**config.mk**
```make
export PLATFORM = sky130hd
export DESIGN_NAME = rsp_nibble_deser
export DESIGN_NICKNAME = d
export VERILOG_FILES = /design/src/rtl/rsp_nibble_deser_pkg.sv /design/src/rtl/rsp_nibble_deser_tag_fifo.sv /design/src/rtl/rsp_nibble_deser.sv
export SDC_FILE = /design/constraint.sdc
export NUM_CORES = 1
export LEC_CHECK = 0
export ABC_AREA = 1
export BUFFER_PORTS_ARGS = -buffer_cell sky130_fd_sc_hd__buf_2
export CORE_MARGIN = 2
export CORE_UTILIZATION = 45
export CTS_BUF_LIST = sky130_fd_sc_hd__clkbuf_8
export CTS_CLUSTER_SIZE = 24
export DETAILED_ROUTE_END_ITERATION = 16
export PLACE_DENSITY = 0.72
export SLEW_MARGIN = 25
export SYNTH_ARGS = -nofsm -noshare
export SYNTH_HDL_FRONTEND = slang
export SYNTH_SLANG_ARGS = --single-unit
```
**constraint.sdc**
```tcl
create_clock -name clk_i -period 2.25 [get_ports clk_i]
set_clock_uncertainty 0.15 [all_clocks]
set_input_delay 0.5625 -clock clk_i [delete_from_list [all_inputs] [get_ports clk_i]]
set_output_delay 0.5625 -clock clk_i [all_outputs]
set_load 0.02 [all_outputs]
```
**src/rtl/rsp_nibble_deser_pkg.sv**
```systemverilog
// Shared types and defaults for the nibble-serial read-response deserializer.
package rsp_nibble_deser_pkg;

    localparam int NIBBLE_W_DEF  = 4;
    localparam int WORD_W_DEF    = 32;
    localparam int TAG_DEPTH_DEF = 2;

    typedef enum logic [1:0] {
        ST_IDLE    = 2'd0,
        ST_COLLECT = 2'd1,
        ST_HOLD    = 2'd2
    } state_t;

    typedef enum logic {
        TAG_DATA = 1'b0,
        TAG_INST = 1'b1
    } tag_t;

    function automatic tag_t to_tag(input logic is_inst);
        return is_inst ? TAG_INST : TAG_DATA;
    endfunction

endpackage

```
**src/rtl/rsp_nibble_deser_tag_fifo.sv**
```systemverilog
// Outstanding-request tag FIFO: records whether each issued read was a fetch or a load.
module rsp_tag_fifo
    import rsp_nibble_deser_pkg::*;
#(
    parameter int Depth = TAG_DEPTH_DEF
) (
    input  logic clk_i,
    input  logic rst_i,
    input  logic push_i,
    input  logic pop_i,
    input  tag_t tag_i,
    output logic full_o,
    output logic empty_o,
    output logic single_o,
    output tag_t head_o
);

    localparam int PtrW = (Depth > 1) ? $clog2(Depth) : 1;
    localparam int CntW = $clog2(Depth + 1);

    tag_t            r_mem [Depth];
    logic [PtrW-1:0] r_wr_ptr;
    logic [PtrW-1:0] r_rd_ptr;
    logic [CntW-1:0] r_count;
    logic            w_push;
    logic            w_pop;

    function automatic logic [PtrW-1:0] ptr_inc(input logic [PtrW-1:0] p);
        return (p == PtrW'(Depth - 1)) ? '0 : p + PtrW'(1);
    endfunction

    assign full_o   = (r_count == CntW'(Depth));
    assign empty_o  = (r_count == '0);
    assign single_o = (r_count == CntW'(1));
    assign head_o   = r_mem[r_rd_ptr];

    // A push into a full FIFO only lands when the head leaves in the same cycle.
    assign w_pop  = pop_i && !empty_o;
    assign w_push = push_i && (!full_o || w_pop);

    always_ff @(posedge clk_i) begin
        if (rst_i) begin
            r_wr_ptr <= '0;
            r_rd_ptr <= '0;
            r_count  <= '0;
        end else begin
            if (w_push) r_wr_ptr <= ptr_inc(r_wr_ptr);
            if (w_pop)  r_rd_ptr <= ptr_inc(r_rd_ptr);
            case ({w_push, w_pop})
                2'b10:   r_count <= r_count + CntW'(1);
                2'b01:   r_count <= r_count - CntW'(1);
                default: r_count <= r_count;
            endcase
        end
    end

    always_ff @(posedge clk_i) begin
        if (w_push) r_mem[r_wr_ptr] <= tag_i;
    end

endmodule

```
**src/rtl/rsp_nibble_deser.sv**
```systemverilog
// Assembles nibble-serial read responses into words and routes each to the instruction
// or data port by its request tag. Optional RSP_DESER_ERR_CHECK_EN adds a sticky unsolicited-response flag.
module rsp_nibble_deser
    import rsp_nibble_deser_pkg::*;
#(
    parameter int NibbleW  = NIBBLE_W_DEF,
    parameter int WordW    = WORD_W_DEF,
    parameter int TagDepth = TAG_DEPTH_DEF
) (
    input  logic               clk_i,
    input  logic               rst_i,
    input  logic               tag_push_i,
    input  logic               tag_is_inst_i,
    output logic               tag_full_o,
    input  logic [NibbleW-1:0] nib_data_i,
    input  logic               nib_valid_i,
    output logic               nib_ready_o,
    output logic [WordW-1:0]   inst_data_o,
    output logic               inst_valid_o,
    input  logic               inst_ready_i,
    output logic [WordW-1:0]   data_pdata_o,
    output logic               data_pvalid_o,
    input  logic               data_pready_i,
    output logic               err_o
);

    localparam int Beats = WordW / NibbleW;
    localparam int CntW  = (Beats > 1) ? $clog2(Beats) : 1;
    localparam logic [CntW-1:0] LastBeat = CntW'(Beats - 1);

    state_t           r_state;
    logic [CntW-1:0]  r_beat;
    logic [WordW-1:0] r_word;
    logic             r_nib_ready;
    logic             r_inst_valid;
    logic             r_data_valid;

    logic w_empty;
    logic w_full;
    logic w_single;
    tag_t w_head;
    logic w_accept;
    logic w_handshake;
    logic w_tags_remain;

    rsp_tag_fifo #(
        .Depth (TagDepth)
    ) u_tag_fifo (
        .clk_i    (clk_i),
        .rst_i    (rst_i),
        .push_i   (tag_push_i),
        .pop_i    (w_handshake),
        .tag_i    (to_tag(tag_is_inst_i)),
        .full_o   (w_full),
        .empty_o  (w_empty),
        .single_o (w_single),
        .head_o   (w_head)
    );

    assign w_accept    = r_nib_ready && nib_valid_i;
    assign w_handshake = (r_inst_valid && inst_ready_i) || (r_data_valid && data_pready_i);
    // Only meaningful in HOLD, where the FIFO holds at least the tag being retired.
    assign w_tags_remain = !w_single || tag_push_i;

    always_ff @(posedge clk_i) begin
        if (rst_i) begin
            r_state      <= ST_IDLE;
            r_beat       <= '0;
            r_word       <= '0;
            r_nib_ready  <= 1'b0;
            r_inst_valid <= 1'b0;
            r_data_valid <= 1'b0;
        end else begin
            case (r_state)
                ST_IDLE: begin
                    if (!w_empty) begin
                        r_state     <= ST_COLLECT;
                        r_nib_ready <= 1'b1;
                    end
                end
                ST_COLLECT: begin
                    if (w_accept) begin
                        r_word[NibbleW*r_beat +: NibbleW] <= nib_data_i;
                        if (r_beat == LastBeat) begin
                            r_beat       <= '0;
                            r_state      <= ST_HOLD;
                            r_nib_ready  <= 1'b0;
                            r_inst_valid <= (w_head == TAG_INST);
                            r_data_valid <= (w_head == TAG_DATA);
                        end else begin
                            r_beat <= r_beat + CntW'(1);
                        end
                    end
                end
                ST_HOLD: begin
                    if (w_handshake) begin
                        r_inst_valid <= 1'b0;
                        r_data_valid <= 1'b0;
                        if (w_tags_remain) begin
                            r_state     <= ST_COLLECT;
                            r_nib_ready <= 1'b1;
                        end else begin
                            r_state <= ST_IDLE;
                        end
                    end
                end
                default: begin
                    r_state     <= ST_IDLE;
                    r_nib_ready <= 1'b0;
                end
            endcase
        end
    end

    assign tag_full_o    = w_full;
    assign nib_ready_o   = r_nib_ready;
    assign inst_data_o   = r_word;
    assign data_pdata_o  = r_word;
    assign inst_valid_o  = r_inst_valid;
    assign data_pvalid_o = r_data_valid;

`ifdef RSP_DESER_ERR_CHECK_EN
    logic r_err;

    always_ff @(posedge clk_i) begin
        if (rst_i) begin
            r_err <= 1'b0;
        end else if (nib_valid_i && w_empty) begin
            r_err <= 1'b1;
        end
    end

    assign err_o = r_err;
`else
    assign err_o = 1'b0;
`endif

endmodule

```
==> impl_metrics.toml, run 1 <==
[power]
peakVddDrop_mv = 0.352
p_leak_nw = 1.58
p_switching_mw = 0.440
powerDensity_mw_per_mm2 = 542
p_int_mw = 1.14
comb_power_share_pct = 13.4
p_clk_share_pct = 31.2
power_frac_seq_pct = 55.5
power.share.switching_pct = 27.9
power.total_mw = 1.58

[worst_setup_path]
crit_path_end = "data_pdata_o[3]"
startpoint_type = "register"
crit_required_ns = 2.29
reg2reg_slack_ns = 0.19
critPathCaptureType = "register"
crit_fanout = 6
crit_type = "reg -> reg"
startpoint = "r_beat[1]"
rr_worst_depth = 9
cp.arrival_ns = 2.10
reg2reg_to = "data_pdata_o[3]"
timing.rr.start = "r_beat[1]"

[cts]
postCtsSetupBuffers = 0
cts_max_path_buffers = 2
htreeDepth = 2
clk_latency_ns = 0.30
cts_tree = "done"
ctsResizeCount = 0
cts.sinks = 47
clk_pin_slew_worst_paths_ns = 0.09
cts_buffers = 5
hold_buffers = 0
cts_root_buffer = "clkbuf_8"

[global_route]
antenna_found_initial = 0
track_usage_pct = 18.0
grt-ovfl-total = 0
grt_max_degree = 33
grt_first_pass_wirelength_mm = 9.21
grt_pass1_vias = 2013

[timing]
fin_crit_ns = 2.06
finalHoldViolCount = 0
fmax_ghz = 0.485
finalSetupViolations = 0
setup_tns_ns = 0
rsz0062_at_grt = "false"
timing.final.crit_share_pct = 91.7
worst_slack_ns = 0.187
maxSlewViolCount = 0
hold_slack_ns = 0.294

[hold_path]
holdCritStartpoint = "tag_is_inst_i"
hold_path_depth = 1
min_path_type = "in -> reg"

[placement]
pre_cts_ws_ns = 0.248
place_congestion = 0.914
dpl_cell_area_sq_mm = 0.00282
dp_cells = 493
placement.io_buffers = 78
hpwlAfterDp_mm = 4.28

[outcome]
outcome = "finished, final reports clean"

[synth]
synth_compound_area_share_pct = 7.28
syn_avg_cell_area_sq_um = 6.83
synth_nets = 402
synthDistinctLibCells = 24
yosys.area_share.simple_pct = 31.8
synth_cells = 380
synth_area_sq_mm = 0.00259
seq_area_frac_synth_pct = 37.0
ys_seq_elements = 47
synth-xor-area-share_pct = 0.338
synth_fa_ha_area_share_pct = 5.30
yosys_warnings = 0
synth_top_family_by_area = "simple AND/OR/NAND/NOR gates"
synthMuxAreaShare_pct = 0

[detailed_routing]
drc = 0
wire_per_inst_um = 11.2
met1_length_mm = 2.53
wirelength_mm = 5.62
highest_layer = "met4"
route.antenna.remaining_nets = 0
dr_wl_met3_um = 323
wl_met2_mm = 2.67
drt_iter0_drc = 161
drt-pass1-iter-count = 4
routed-via-count = 2380
via_per_inst = 4.75

[final_layout]
fin_util_pct = 52.4
drive_gt1_share_pct = 22.4
finalNetCount = 450
layout.cells.non_filler = 501
diodes = 0
area_growth_pct = 12.0
final_area_sq_mm = 0.00291

[floorplanning]
die_x_um = 79.9
die_h_um = 79.9
rows = 27
design.die.area_sq_mm = 0.00639
core-area_sq_mm = 0.00554
io_pins = 80
start_util_pct = 46.8

[job]
drv_cap = 0
-- kinds of logic (layout without fill, tap and decap cells) --
kind of cell             Yosys count  in the layout
AND/OR/NAND/NOR                  196            196
XOR/XNOR                           1              1
adder cells (fa/ha/maj)           11             11
AO/OA/AOI/OAI                     37             37
other                              1              1
flip-flops                        47             47
buffers and inverters             87            136
-- registers in the layout, indices dropped and copies added, names as in the netlist, named ones only --
register	count
u_tag_fifo.r_rd_ptr	1
r_beat	3
data_pvalid_o	1
u_tag_fifo.r_count	2
u_tag_fifo.r_wr_ptr	1
nib_ready_o	1
r_state	2
u_tag_fifo.r_mem	2
data_pdata_o	32
inst_valid_o	1
-- cell usage after synthesis, drive strengths merged --
cell type	count	area share (%)
nand2	68	10
inv	46	6.7
nand3b	1	0.77
nor2	86	13
edfxtp	2	2.3
nor3b	1	0.29
a21oi	22	4.4
clkbuf	2	0.29
ha	11	5.3
nand4	2	0.48
nor3	6	1.2
nand3	32	6.2
dfxtp	45	35
buf	39	11
conb	1	0.14
xor2	1	0.34
o21ai	15	2.9
-- layer usage --
metal	up-vias	GRT usage [%]
met2	86	30.5
met5	-	0
met4	0	4.92
met3	10	3.73
met1	1037	23.0
li1	1247	-
-- layout by cell type (no fill, tap or decap) --
cell type,n
buf_2,78
buf_12,1
nor2_1,85
ha_1,11
inv_2,1
a21oi_1,21
buf_4,3
a21oi_2,1
edfxtp_1,2
nand2_2,4
inv_1,45
nand3_1,32
o21ai_0,15
nor2_4,1
xor2_1,1
nand2_1,64
dfxtp_1,45
clkinv_1,2
nand4_1,2
nand3b_4,1
clkinvlp_4,1
conb_1,1
clkbuf_8,5
nor3b_1,1
nor3_1,6
-- area by class of cell --
cell class / instances / area, sq um
fillers: 598 / 2640
multi-input cells: 246 / 1160
flip-flops and latches: 47 / 961
repair buffers: 82 / 433
inverters: 46 / 173
well taps: 72 / 90.1
clock buffers: 5 / 68.8
clock inverters: 3 / 15.0
-- worst min path at each step --
stage | end | slack (ns)
floorplan | register | 0.28
global placement | u_tag_fifo.r_rd_ptr | 0.29
detailed placement | u_tag_fifo.r_rd_ptr | 0.31
CTS | u_tag_fifo.r_mem[0] | 0.29
global route | u_tag_fifo.r_mem[1] | 0.29
finish | u_tag_fifo.r_mem[0] | 0.29
-- worst max-delay path: stages, from the launching register on --
cell and delay, ns:
dfxtp_1 0.41, inv_1 0.08, ha_1 0.22, ha_1 0.30, inv_1 0.16, nand3_1 0.16, nor2_1 0.25, nand3_1 0.11
nand2_1 0.08, nor2_1 0.04
-- power groups by stage --
stage | clock [mW] | sequential [mW] | combinational, mW
after floorplan | 0 | 0.899 | 0.147
after global placement | 0 | 0.893 | 0.203
after detailed placement | 0 | 0.893 | 0.209
after CTS | 0.498 | 0.874 | 0.210
after global routing | 0.536 | 0.877 | 0.237
final | 0.491 | 0.873 | 0.211
No activity file was read; power rests on OpenSTA's default activity.
==> run 2, diff against run 1 <==
- PLACE_DENSITY: 0.72 -> 0.77
==> run 2 against run 1 <==
Effect of this change: worst hold slack improved by 0.011 ns; critical endpoint is now data_pdata_o[10]; clock power rose by 23%; largest cell class unchanged; die area stayed put.
==> impl_metrics.toml, run 2 (same netlist as run 1, synthesis figures left out) <==
[outcome]
outcome = "finished, final reports clean"

[cts]
hold_buffers = 0
ctsResizeCount = 0
cts.sinks = 47
postCtsSetupBuffers = 0
cts_buffers = 5
clk_latency_ns = 0.30
cts_tree = "done"
cts_root_buffer = "clkbuf_8"
htreeDepth = 2
cts_max_path_buffers = 2
clk_pin_slew_worst_paths_ns = 0.09

[worst_setup_path]
slowest_delay_ns = 0.42
path_buf_inv = 2
cp.arrival_ns = 2.16
critPathCaptureType = "register"
crit_fanout = 9
startpoint_type = "register"
crit_required_ns = 2.31
cp_slowest_cell = "dfxtp_1"
crit_type = "reg -> reg"
reg2reg_slack_ns = 0.14
path_cells = "inv_1, ha_1, ha_1, inv_1, a21oi_2, nand2_2, nor2_1, nor2_1"
cp_top_family = "adder cells"

[detailed_routing]
route.antenna.remaining_nets = 0
via_per_inst = 4.76
routed-via-count = 2387
drt-pass1-iter-count = 5
drt_iter0_drc = 280
wirelength_mm = 5.44
wire_per_inst_um = 10.9
drc = 0

[power]
p_clk_share_pct = 35.8
powerDensity_mw_per_mm2 = 576
comb_power_share_pct = 12.5
peakVddDrop_mv = 0.309
p_int_mw = 1.25
p_leak_nw = 1.60
p_switching_mw = 0.436
power_frac_seq_pct = 51.7
power.share.switching_pct = 25.8

[final_layout]
finalNetCount = 450
final_area_sq_mm = 0.00293
diodes = 0
final_cell_mix = "85 x nor2_1, 78 x buf_2, 64 x nand2_1"
nFillCells = 566
area_growth_pct = 13.0
layout_commonest_cell = "nor2_1"
drive_gt1_share_pct = 22.6
largest_reg_flops = 32

[hold_path]
min_path_type = "reg -> reg"

[floorplanning]
die_x_um = 79.9
io_pins = 80
start_util_pct = 46.8
die_h_um = 79.9
design.die.area_sq_mm = 0.00639
rows = 27
core-area_sq_mm = 0.00554

[global_route]
grt_pass1_vias = 2001
track_usage_pct = 17.4
grt-ovfl-total = 0
grt_first_pass_wirelength_mm = 8.84
grt_max_degree = 33
antenna_found_initial = 0

[placement]
dpl_cell_area_sq_mm = 0.00282
hpwlAfterDp_mm = 4.20
placement.io_buffers = 78
place_congestion = 0.936

[timing]
rsz0062_at_grt = "false"
fmax_ghz = 0.474
maxSlewViolCount = 0
finalSetupViolations = 0
timing.final.crit_share_pct = 93.7
fin_crit_ns = 2.11
setup_tns_ns = 0
finalHoldViolCount = 0

[job]
drv_cap = 0
-- run 2: cell types whose count changed in the layout (fill, tap and decap cells not counted) --
cell	previous run	this run
bufinv_16	0	1
inv_1	45	46
clkinv_1	2	0
-- run 2: worst reg2reg max path, stage by stage (launching register included) --
cell and delay (ns):
dfxtp_1 0.42, inv_1 0.09, ha_1 0.21, ha_1 0.36, inv_1 0.13, a21oi_2 0.34
nand2_2 0.13, nor2_1 0.13, nor2_1 0.06
-- run 2: final timing paths --
| kind | startpoint | to | cells after the start |
|---|---|---|---|
| max | r_beat[1] | data_pdata_o[10] | 8 |
| min | u_tag_fifo.r_rd_ptr | register | 1 |
| max reg2reg | r_beat[1] | data_pdata_o[10] | 8 |
| min reg2reg | u_tag_fifo.r_rd_ptr | register | 1 |
-- run 2: through the flow --
step	total power, mW	hold WS (ns)	cells	util [%]	worst slack [ns]
6_report	1.69	0.305	501	52.9	0.141
5_1_grt	1.78	0.295	501	52.9	0.0138
4_1_cts	1.71	0.300	501	52.9	0.170
3_5_place_dp	1.10	0.289	493	50.9	0.181
3_3_place_gp	1.10	0.286	493	50.9	0.289
2_1_floorplan	1.05	0.275	380	-	0.334
-- run 2: final cells by class --
cell class | instances | area, sq um | area share [%]
flip-flops and latches | 47 | 961 | 32.8
inverters | 46 | 173 | 5.89
well taps | 72 | 90.1 | 3.07
multi-input cells | 246 | 1160 | 39.7
clock inverters | 3 | 41.3 | 1.41
repair buffers | 82 | 433 | 14.8
clock buffers | 5 | 68.8 | 2.35
-- run 2: metal layers --
layer | global-route usage [%] | vias up | wire length [um]
li1 | - | 1248 | -
met3 | 3.62 | 6 | 360
met1 | 22.3 | 1049 | 2410
met5 | 0 | - | 0
met4 | 6.95 | 0 | 77
met2 | 28.5 | 84 | 2580
-- run 2: power groups by stage --
| stage | Combinational, mW | Clock (mW) | Sequential, mW |
|---|---|---|---|
| global placement | 0.203 | 0 | 0.892 |
| finish | 0.211 | 0.604 | 0.873 |
| global route | 0.236 | 0.663 | 0.876 |
| CTS | 0.210 | 0.623 | 0.873 |
| detailed placement | 0.209 | 0 | 0.892 |
| floorplan | 0.147 | 0 | 0.899 |
